[src/rtl/ghost_mode_if.sv]
// Handshake bundle between the ghost mode scheduler and its environment:
// timing/event pulses in, shared ghost mode and pen release mask out.
interface ghost_mode_if;
  logic       sec;
  logic       restart;
  logic       lifeDown;
  logic       power_pellet;
  logic [1:0] mode;
  logic       reverse;
  logic       flash;
  logic [3:0] release_vec;
  logic [2:0] phase;

  modport master (
    output sec, restart, lifeDown, power_pellet,
    input  mode, reverse, flash, release_vec, phase
  );

  modport slave (
    input  sec, restart, lifeDown, power_pellet,
    output mode, reverse, flash, release_vec, phase
  );
endinterface

[src/rtl/ghost_mode_scheduler.sv]
// Global ghost behaviour sequencer: scatter/chase schedule, frightened mode
// after a power pellet, and staggered pen release, all timed by the sec tick.
module ghost_mode_scheduler #(
  parameter int SCATTER_SEC = 7,
  parameter int CHASE_SEC   = 20,
  parameter int NUM_PHASES  = 4,
  parameter int FRIGHT_SEC  = 6,
  parameter int FLASH_SEC   = 2,
  parameter int RELEASE_SEC = 4
) (
  input  logic         Clk,
  input  logic         Reset,
  ghost_mode_if.slave  bus
);

  typedef enum logic [1:0] {
    SCATTER = 2'd0,
    CHASE   = 2'd1,
    FRIGHT  = 2'd2
  } mode_e;

  localparam logic [5:0] SCATTER_LAST = 6'(SCATTER_SEC - 1);
  localparam logic [5:0] CHASE_LAST   = 6'(CHASE_SEC - 1);
  localparam logic [5:0] FRIGHT_LAST  = 6'(FRIGHT_SEC - 1);
  localparam logic [5:0] RELEASE_LAST = 6'(RELEASE_SEC - 1);
  localparam logic [5:0] FLASH_THR    = 6'(FRIGHT_SEC - FLASH_SEC);
  localparam logic [2:0] PHASE_LAST   = 3'(NUM_PHASES - 1);
  localparam logic       FLASH_EN     = (FLASH_SEC != 0);

  mode_e      mode_q, mode_n;
  mode_e      saved_q, saved_n;
  logic [2:0] phase_q, phase_n;
  logic [5:0] sched_cnt_q, sched_cnt_n;
  logic [5:0] fright_cnt_q, fright_cnt_n;
  logic [5:0] rel_cnt_q, rel_cnt_n;
  logic [3:0] release_q, release_n;
  logic       reverse_q, reverse_n;
  logic       flash_q, flash_n;

  always_ff @(posedge Clk) begin
    if (Reset) begin
      mode_q       <= SCATTER;
      saved_q      <= SCATTER;
      phase_q      <= 3'd0;
      sched_cnt_q  <= 6'd0;
      fright_cnt_q <= 6'd0;
      rel_cnt_q    <= 6'd0;
      release_q    <= 4'b0001;
      reverse_q    <= 1'b0;
      flash_q      <= 1'b0;
    end else begin
      mode_q       <= mode_n;
      saved_q      <= saved_n;
      phase_q      <= phase_n;
      sched_cnt_q  <= sched_cnt_n;
      fright_cnt_q <= fright_cnt_n;
      rel_cnt_q    <= rel_cnt_n;
      release_q    <= release_n;
      reverse_q    <= reverse_n;
      flash_q      <= flash_n;
    end
  end

  always_comb begin
    mode_n       = mode_q;
    saved_n      = saved_q;
    phase_n      = phase_q;
    sched_cnt_n  = sched_cnt_q;
    fright_cnt_n = fright_cnt_q;
    rel_cnt_n    = rel_cnt_q;
    release_n    = release_q;
    reverse_n    = 1'b0;

    if (bus.restart || bus.lifeDown) begin
      mode_n       = SCATTER;
      saved_n      = SCATTER;
      phase_n      = 3'd0;
      sched_cnt_n  = 6'd0;
      fright_cnt_n = 6'd0;
      rel_cnt_n    = 6'd0;
      release_n    = 4'b0001;
    end else begin
      // Pen release runs regardless of mode or a coincident pellet.
      if (bus.sec && release_q != 4'b1111) begin
        if (rel_cnt_q == RELEASE_LAST) begin
          release_n = {release_q[2:0], 1'b1};
          rel_cnt_n = 6'd0;
        end else begin
          rel_cnt_n = rel_cnt_q + 6'd1;
        end
      end

      if (bus.power_pellet) begin
        if (mode_q != FRIGHT) begin
          saved_n   = mode_q;
          reverse_n = 1'b1;
        end
        mode_n       = FRIGHT;
        fright_cnt_n = 6'd0;
      end else if (bus.sec) begin
        unique case (mode_q)
          SCATTER: begin
            if (sched_cnt_q == SCATTER_LAST) begin
              mode_n      = CHASE;
              sched_cnt_n = 6'd0;
              reverse_n   = 1'b1;
            end else begin
              sched_cnt_n = sched_cnt_q + 6'd1;
            end
          end
          CHASE: begin
            // Final phase: chase is permanent and the counter holds.
            if (phase_q < PHASE_LAST) begin
              if (sched_cnt_q == CHASE_LAST) begin
                mode_n      = SCATTER;
                phase_n     = phase_q + 3'd1;
                sched_cnt_n = 6'd0;
                reverse_n   = 1'b1;
              end else begin
                sched_cnt_n = sched_cnt_q + 6'd1;
              end
            end
          end
          FRIGHT: begin
            if (fright_cnt_q == FRIGHT_LAST) begin
              mode_n       = saved_q;
              fright_cnt_n = 6'd0;
            end else begin
              fright_cnt_n = fright_cnt_q + 6'd1;
            end
          end
          default: mode_n = SCATTER;
        endcase
      end
    end

    flash_n = FLASH_EN && (mode_n == FRIGHT) && (fright_cnt_n >= FLASH_THR);
  end

  assign bus.mode        = mode_q;
  assign bus.reverse     = reverse_q;
  assign bus.flash       = flash_q;
  assign bus.release_vec = release_q;
  assign bus.phase       = phase_q;

endmodule

[src/flat_wrapper.sv]
// flat-port wrapper written by rule: the top's interface ports become plain ports
module ghost_mode_scheduler_flat 
#(
  parameter int SCATTER_SEC = 7,
  parameter int CHASE_SEC   = 20,
  parameter int NUM_PHASES  = 4,
  parameter int FRIGHT_SEC  = 6,
  parameter int FLASH_SEC   = 2,
  parameter int RELEASE_SEC = 4
)
  (Clk, Reset, bus_sec, bus_restart, bus_lifeDown, bus_power_pellet, bus_mode, bus_reverse, bus_flash, bus_release_vec, bus_phase);
  ghost_mode_if bus_i ();
  input  logic Clk;
  input  logic Reset;
  input wire logic [$bits(bus_i.sec)-1:0] bus_sec;
  input wire logic [$bits(bus_i.restart)-1:0] bus_restart;
  input wire logic [$bits(bus_i.lifeDown)-1:0] bus_lifeDown;
  input wire logic [$bits(bus_i.power_pellet)-1:0] bus_power_pellet;
  output wire logic [$bits(bus_i.mode)-1:0] bus_mode;
  output wire logic [$bits(bus_i.reverse)-1:0] bus_reverse;
  output wire logic [$bits(bus_i.flash)-1:0] bus_flash;
  output wire logic [$bits(bus_i.release_vec)-1:0] bus_release_vec;
  output wire logic [$bits(bus_i.phase)-1:0] bus_phase;
  assign bus_i.sec = bus_sec;
  assign bus_i.restart = bus_restart;
  assign bus_i.lifeDown = bus_lifeDown;
  assign bus_i.power_pellet = bus_power_pellet;
  assign bus_mode = bus_i.mode;
  assign bus_reverse = bus_i.reverse;
  assign bus_flash = bus_i.flash;
  assign bus_release_vec = bus_i.release_vec;
  assign bus_phase = bus_i.phase;
  ghost_mode_scheduler #(.SCATTER_SEC(SCATTER_SEC), .CHASE_SEC(CHASE_SEC), .NUM_PHASES(NUM_PHASES), .FRIGHT_SEC(FRIGHT_SEC), .FLASH_SEC(FLASH_SEC), .RELEASE_SEC(RELEASE_SEC)) u_core (.Clk(Clk), .Reset(Reset), .bus(bus_i));
endmodule
[config.mk]
export PLATFORM = sky130hd
export DESIGN_NAME = ghost_mode_scheduler_flat
export DESIGN_NICKNAME = d
export VERILOG_FILES = /design/src/rtl/ghost_mode_if.sv /design/src/rtl/ghost_mode_scheduler.sv /design/src/flat_wrapper.sv
export SDC_FILE = /design/constraint.sdc
export NUM_CORES = 1
export LEC_CHECK = 0
export BUFFER_PORTS_ARGS = -buffer_cell sky130_fd_sc_hd__buf_2
export CAP_MARGIN = 20
export CORE_MARGIN = 2
export CORE_UTILIZATION = 30
export DETAILED_ROUTE_END_ITERATION = 8
export SETUP_SLACK_MARGIN = 0.05
export SLEW_MARGIN = 40
export SYNTH_ARGS = -nofsm -noshare
export SYNTH_HDL_FRONTEND = slang
export SYNTH_SLANG_ARGS = --single-unit
[constraint.sdc]
create_clock -name Clk -period 2.65 [get_ports Clk]
set_input_delay 0.265 -clock Clk [delete_from_list [all_inputs] [get_ports Clk]]
set_output_delay 0.265 -clock Clk [all_outputs]
set_load 0.03 [all_outputs]
==> results.json, run 1 <==
{
  "synth_seq_cells": 30,
  "syn_area_mm2": 0.00154,
  "die_height_um": 75.7,
  "io_pins": 17,
  "worstSetupStartpointType": "flip-flop",
  "critical_path_class": "reg -> reg",
  "antenna_found_initial": 0,
  "post-route-util_pct": 34.4,
  "critPathMaxFanout": 5,
  "holdBufCountCts": 0,
  "synth_largest_area_cell": "dfxtp_1",
  "synth_top_cell_area_share_pct": 39.0,
  "antenna_left": 0,
  "synth_edf_count": 0,
  "multiInputGateArea_um2": 860,
  "clock_latency_ps": 270,
  "grt_max_degree": 12,
  "worst_pin_slew_ps": 526,
  "synth_cell_types": 45,
  "synth.yosys.warnings": 0,
  "cts-root-buf": "clkbuf_8",
  "cap_viol_max_count": 0,
  "die-area_mm2": 0.00572,
  "synthArstFlopShare_pct": 0,
  "layout.nets": 198,
  "setup_viol": 0,
  "start_util_pct": 30.5,
  "fin_crit_ps": 1670,
  "cp.arrival_ps": 1840,
  "max_slew_margin_pct": 64.6,
  "num_rows": 26,
  "cp_top_family": "simple AND/OR/NAND/NOR gates",
  "ys_seq_area_share_pct": 39.0,
  "clk_path_buf_depth": 2,
  "seq_area_um2": 601,
  "wire_per_inst_um": 11.4,
  "viasPerCell": 4.68,
  "required_ps": 2820,
  "cts_resized": 0,
  "synth.area.top_cells": "dfxtp_1 (39%), xor2_1 (5.7%), nor2_1 (5.6%)",
  "path_clk_slew_ps": 70,
  "powerDensity_mw_per_mm2": 502,
  "crit_buf_inv": 0,
  "drt_wl_total_um": 2920,
  "max_stage_delay_ps": 400,
  "syn-instance-count": 173,
  "synth_flop_cell": "dfxtp_1",
  "setup_ws_ps": 982,
  "rsz0062_at_grt": "no",
  "vias": 1203,
  "grt_pass1_vias": 1085,
  "gp_congestion": 0.768,
  "synth_fp_nets": 185,
  "n_fill_cell": 510,
  "worst_setup_path_end_kind": "flip-flop",
  "area_growth_pct": 12.8,
  "drcViolationCount": 0,
  "leakage_nw": 0.707,
  "hpwlAfterDp_um": 2120,
  "drt_iter0_markers": 58,
  "firstDrtPassIters": 4,
  "grt_pass1_wl_um": 4990,
  "cts_buffers": 5,
  "grtUsageTotal_pct": 11.4,
  "postCtsSetupBuffers": 0,
  "slowest_stage": "dfxtp_1",
  "path_cells": "ha_1, nor4b_2, and3_1, o21ai_1, a32o_2, nor2b_1",
  "fin_setup_tns_ps": 0,
  "vdd_drop_max_mv": 0.253,
  "htree_levels": 2,
  "fmax_ghz": 0.600,
  "final_layout_size_suffix_gt1_share_pct": 18.2,
  "synth_area_per_cell_um2": 8.90,
  "io_buffer_count": 15,
  "hold_violations": 0,
  "fp.dieW_um": 75.7,
  "gr-total-overflow": 0,
  "tritoncts": "yes",
  "cts.sinks": 30,
  "dpl_worst_slack_ps": 1000,
  "diodes": 0,
  "status": "completed",
  "period_share_pct": 62.9,
  "worst_clock_skew_ps": 0.563,
  "hold_path_class": "in -> reg",
  "drv_slew": 0,
  "coreArea_mm2": 0.00504
}
area by class of cell:
class	count	share of cell area, %
Inverter	5	1.08
Clock inverter	2	0.720
Clock buffer	6	4.76
Tap cell	70	5.04
Sequential cell	30	34.6
Multi-Input combinational cell	129	49.5
Timing Repair Buffer	15	4.32
stage by stage:
stage	area (µm²)	total power, W	hold slack (ps)	instances
floorplan	1540	0.000493	337	173
global placement	1640	0.000503	455	249
detailed placement	1640	0.000502	459	249
CTS	1740	0.000884	202	257
global route	1740	0.000905	198	257
finish	1740	0.000872	203	257
power by group:
group / internal, W / switching [W] / leakage [nW]
registers: 0.000453 / 0.00000273 / 0.242
logic: 0.0000120 / 0.0000242 / 0.418
clock network: 0.000208 / 0.000172 / 0.0472
total: 0.000673 / 0.000199 / 0.707
cells by family after synthesis:
group | synth area share [%]
adder cells (fa/ha/maj) | 4.87
other | 0.243
buffers and inverters | 5.20
AND/OR/NAND/NOR | 27.3
flip-flops | 39.0
XOR/XNOR | 7.39
multiplexers | 2.60
AO/OA/AOI/OAI | 13.4
sequential cells by signal, summed over array words and instances (netlist names), 2 cells and up:
register and cells:
u_core.bus.phase 3, u_core.fright_cnt_q 6, u_core.saved_q 2, u_core.sched_cnt_q 6, u_core.bus.release_vec 3, u_core.rel_cnt_q 6
u_core.bus.mode 2
placed cells by master, fill, tap and decap left out, drive strengths merged, types with 2 or more instances in the layout:
cell,netlist,routed
a21oi,11,11
a32o,2,2
and3,4,4
buf,6,15
clkbuf,3,6
dfxtp,30,30
ha,6,6
inv,5,5
mux2i,4,4
nand2,13,13
nand3,4,4
nand4,7,7
nor2,23,23
nor2b,4,4
nor3,7,7
nor3b,2,2
nor4b,2,2
o21a,2,2
o21ai,7,7
or3,2,2
xnor2,3,3
xor2,10,10
final timing paths:
path	start	endpoint	slack, ps	depth (start not counted)
worst min register to register	u_core.saved_q[0]	u_core.saved_q[0]	470	1
worst max-delay path	u_core.sched_cnt_q[0]	u_core.bus.mode[0]	980	6
worst min-delay path	Reset	u_core.bus.mode[0]	200	2
worst max register to register	u_core.sched_cnt_q[0]	u_core.bus.mode[0]	980	6
synthesized netlist by cell type, types with 2 or more instances:
| master | n |
|---|---|
| nor3_1 | 7 |
| ha_1 | 6 |
| a21oi_1 | 11 |
| buf_6 | 2 |
| nor3b_2 | 2 |
| dfxtp_1 | 30 |
| buf_4 | 2 |
| o21a_1 | 2 |
| xor2_1 | 10 |
| inv_1 | 5 |
| and3_1 | 4 |
| nand3_1 | 4 |
| xnor2_1 | 3 |
| or3_1 | 2 |
| buf_2 | 2 |
| mux2i_1 | 4 |
| nand4_1 | 6 |
| nor2b_1 | 4 |
| clkbuf_2 | 2 |
| nand2_1 | 13 |
| nor2_1 | 23 |
| o21ai_0 | 6 |
per-layer routing:
metal	vias up	share of wire, %	routed length, µm	global-route usage [%]
met5	-	0	0	0
met4	0	0.48	14	3.51
met3	2	4.9	144	3.44
met2	25	43	1250	16.7
met1	546	52	1510	16.2
li1	630	-	-	-
Note: power is estimated with default switching activity, not from simulation.
==> run 2: changes to the inputs <==
--- a/config.mk
+++ b/config.mk
@@ -5,6 +5,7 @@
 export SDC_FILE = /design/constraint.sdc
 export NUM_CORES = 1
 export LEC_CHECK = 0
+export ABC_AREA = 1
 export BUFFER_PORTS_ARGS = -buffer_cell sky130_fd_sc_hd__buf_2
 export CAP_MARGIN = 20
 export CORE_MARGIN = 2
==> constraint.sdc (replaced) <==
create_clock -name Clk -period 1.34 [get_ports Clk]
set_input_delay 0.134 -clock Clk [delete_from_list [all_inputs] [get_ports Clk]]
set_output_delay 0.134 -clock Clk [all_outputs]
set_load 0.03 [all_outputs]
==> run 2 against run 1 <==
The flow now finishes with violations (setup timing). Sequential power up 96%. Synthesized cell count up 31%. Hold slack worse by 90 ps. Largest power group unchanged. Clock power up 88%. Via count up 26%. Synthesized area down 0.32%.
==> results.json, run 2 <==
{
  "internal_power_w": 0.00132,
  "dpl_worst_slack_ps": -59.7,
  "clk_path_buf_depth": 2,
  "r2r_start": "u_core.fright_cnt_q[1]",
  "syn-instance-count": 226,
  "ys_seq_area_share_pct": 39.1,
  "vias": 1519,
  "worstSetupStartpointType": "flip-flop",
  "synth_flop_cell": "dfxtp_1",
  "gp_congestion": 0.903,
  "io_buffer_count": 15,
  "hold_path_class": "in -> reg",
  "combPwrFrac_pct": 6.0,
  "total_power_w": 0.00171,
  "cts-root-buf": "clkbuf_8",
  "clock_latency_ps": 280,
  "wire_per_inst_um": 10.8,
  "grt_pass1_wl_um": 5920,
  "drt_wl_total_um": 3600,
  "crit_buf_inv": 1,
  "yosysMostFrequentCell": "nand2_1",
  "cp.arrival_ps": 1570,
  "cp_top_family": "simple AND/OR/NAND/NOR gates",
  "path_clk_slew_ps": 60,
  "holdPathEnd": "u_core.fright_cnt_q[2]",
  "top_regs": "u_core.fright_cnt_q: 6 flops, u_core.rel_cnt_q: 6 flops, u_core.sched_cnt_q: 6 flops",
  "synth_largest_area_cell": "dfxtp_1",
  "synth_cell_types": 24,
  "synth_top_cell_area_share_pct": 39.1,
  "synth.area.top_cells": "dfxtp_1 (39%), nand2_1 (12%), nor2_1 (7.6%)",
  "violations": "setup timing",
  "rsz0062_at_grt": "yes",
  "setup_viol": 1,
  "io_pins": 17,
  "p_seq_share_pct": 52.2,
  "worst_setup_path_end_kind": "flip-flop",
  "max_stage_delay_ps": 370,
  "antenna_found_initial": 0,
  "tritoncts": "yes",
  "die_height_um": 75.5,
  "grt_pass1_vias": 1374,
  "reg2reg_slack_ps": -50,
  "final_common_cell": "nand2_1",
  "min_from": "Reset",
  "layout.nets": 276,
  "rr_endpoint": "u_core.bus.flash",
  "viasPerCell": 4.56,
  "cap_viol_max_count": 0,
  "syn_area_mm2": 0.00154,
  "required_ps": 1520,
  "synth_edf_count": 0,
  "synth_fp_nets": 238,
  "mostFrequentLayoutCells": "nand2_1 (39), nor2_1 (26), inv_1 (25), dfxtp_1 (20), a21oi_1 (17)",
  "synthArstFlopShare_pct": 0,
  "period_share_pct": 104,
  "drcViolationCount": 0,
  "gr-total-overflow": 0,
  "critPathMaxFanout": 4,
  "fp.dieW_um": 75.5,
  "die-area_mm2": 0.00571,
  "grtUsageTotal_pct": 13.6,
  "hold_violations": 0,
  "powerDensity_mw_per_mm2": 812,
  "slowest_stage": "dfxtp_4",
  "switching_share_pct": 23.0,
  "antenna_left": 0,
  "ys_top_cells_by_count": "nand2_1 (50), nor2_1 (31), dfxtp_1 (30), inv_1 (28), a21oi_1 (22)",
  "critical_path_class": "reg -> reg",
  "firstDrtPassIters": 5,
  "fin_crit_ps": 1390,
  "grt_max_degree": 9,
  "holdPathStages": 2,
  "worst_clock_skew_ps": 5.40,
  "coreArea_mm2": 0.00501,
  "vdd_drop_max_mv": 0.449,
  "synth_area_per_cell_um2": 6.79,
  "area_growth_pct": 37.2,
  "diodes": 0,
  "path_cells": "inv_4, ha_4, nand3_4, nor2_4, nand2_4, nand2_2, nand2_1, nand2_2, nand3_2, nor2_1, nor2_1",
  "setup_ws_ps": -54.0,
  "synth_seq_cells": 30,
  "drt_iter0_markers": 108,
  "drv_slew": 0,
  "final_layout_size_suffix_gt1_share_pct": 36.5,
  "status": "finished with violations",
  "reg2reg_depth": 11,
  "p_switching_w": 0.000394,
  "hpwlAfterDp_um": 2560,
  "leakage_nw": 0.832,
  "start_util_pct": 30.6,
  "cts.sinks": 30,
  "cts_buffers": 5,
  "cp.depth": 11,
  "fmax_ghz": 0.717,
  "holdBufCountCts": 0,
  "synth.yosys.warnings": 0,
  "num_rows": 26,
  "clock_power_share_pct": 41.8,
  "htree_levels": 2
}
[run 2: stage by stage]
stage	utilization (%)	cell area, µm²	hold slack (ps)	std cells	TNS (ps)
3_5_place_dp	36.5	1830	412	322	-170
5_1_grt	42.0	2110	120	333	-579
4_1_cts	39.7	1990	110	331	0
3_3_place_gp	36.5	1830	409	322	-180
6_report	42.0	2110	114	333	-54.0
2_1_floorplan	-	1590	199	226	0
[run 2: layout make-up]
| type | count | area (µm²) |
|---|---|---|
| Fill cell | 521 | 2900 |
| Multi-Input combinational cell | 162 | 980 |
| Sequential cell | 30 | 623 |
| Timing Repair Buffer | 32 | 206 |
| Inverter | 33 | 126 |
| Tap cell | 70 | 87.6 |
| Clock buffer | 6 | 82.6 |
[run 2: cells by family (layout without fill, tap and decap cells)]
logic type	Yosys count	count (layout)	synth area share, %
flops	30	30	39.1
buf+inv	34	71	8.56
compound gates	33	33	11.1
simple gates	118	118	33.8
other cells	1	1	0.244
xor+xnor	4	4	2.28
fa+ha+maj	6	6	4.89
[run 2: power by group through the flow]
stage | combinational (W) | clock, W | sequential, W
after global placement | 0.0000985 | 0 | 0.000920
final | 0.000103 | 0.000714 | 0.000893
after detailed placement | 0.0000986 | 0 | 0.000920
after CTS | 0.000100 | 0.000739 | 0.000895
after global routing | 0.000115 | 0.000784 | 0.000893
after floorplan | 0.0000543 | 0 | 0.000924
[run 2: how the worst max path moves through the flow]
stage,slack [ps],end,start
after floorplan,50,u_core.sched_cnt_q[1],u_core.bus.phase[1]
after global placement,-50,u_core.sched_cnt_q[3],u_core.sched_cnt_q[1]
final,-50,u_core.bus.flash,u_core.fright_cnt_q[1]
after global routing,-140,u_core.bus.flash,u_core.fright_cnt_q[1]
after CTS,3,u_core.bus.flash,u_core.fright_cnt_q[0]
after detailed placement,-60,u_core.bus.flash,u_core.fright_cnt_q[1]
[run 2: metal layers]
metal	vias to the layer above	part of all wire, %	global-route usage (%)
li1	795	-	-
met1	693	47	17.9
met2	25	48	20.2
met3	6	3.9	4.23
met4	0	1.2	6.63
met5	-	0	0
[run 2: timing repair]
action,in CTS,in global routing
pin swaps,12,16
buffers inserted,3,2
gates cloned,0,0
hold endpoints to repair,0,0
gates resized for setup,17,29
setup endpoints to repair,10,20
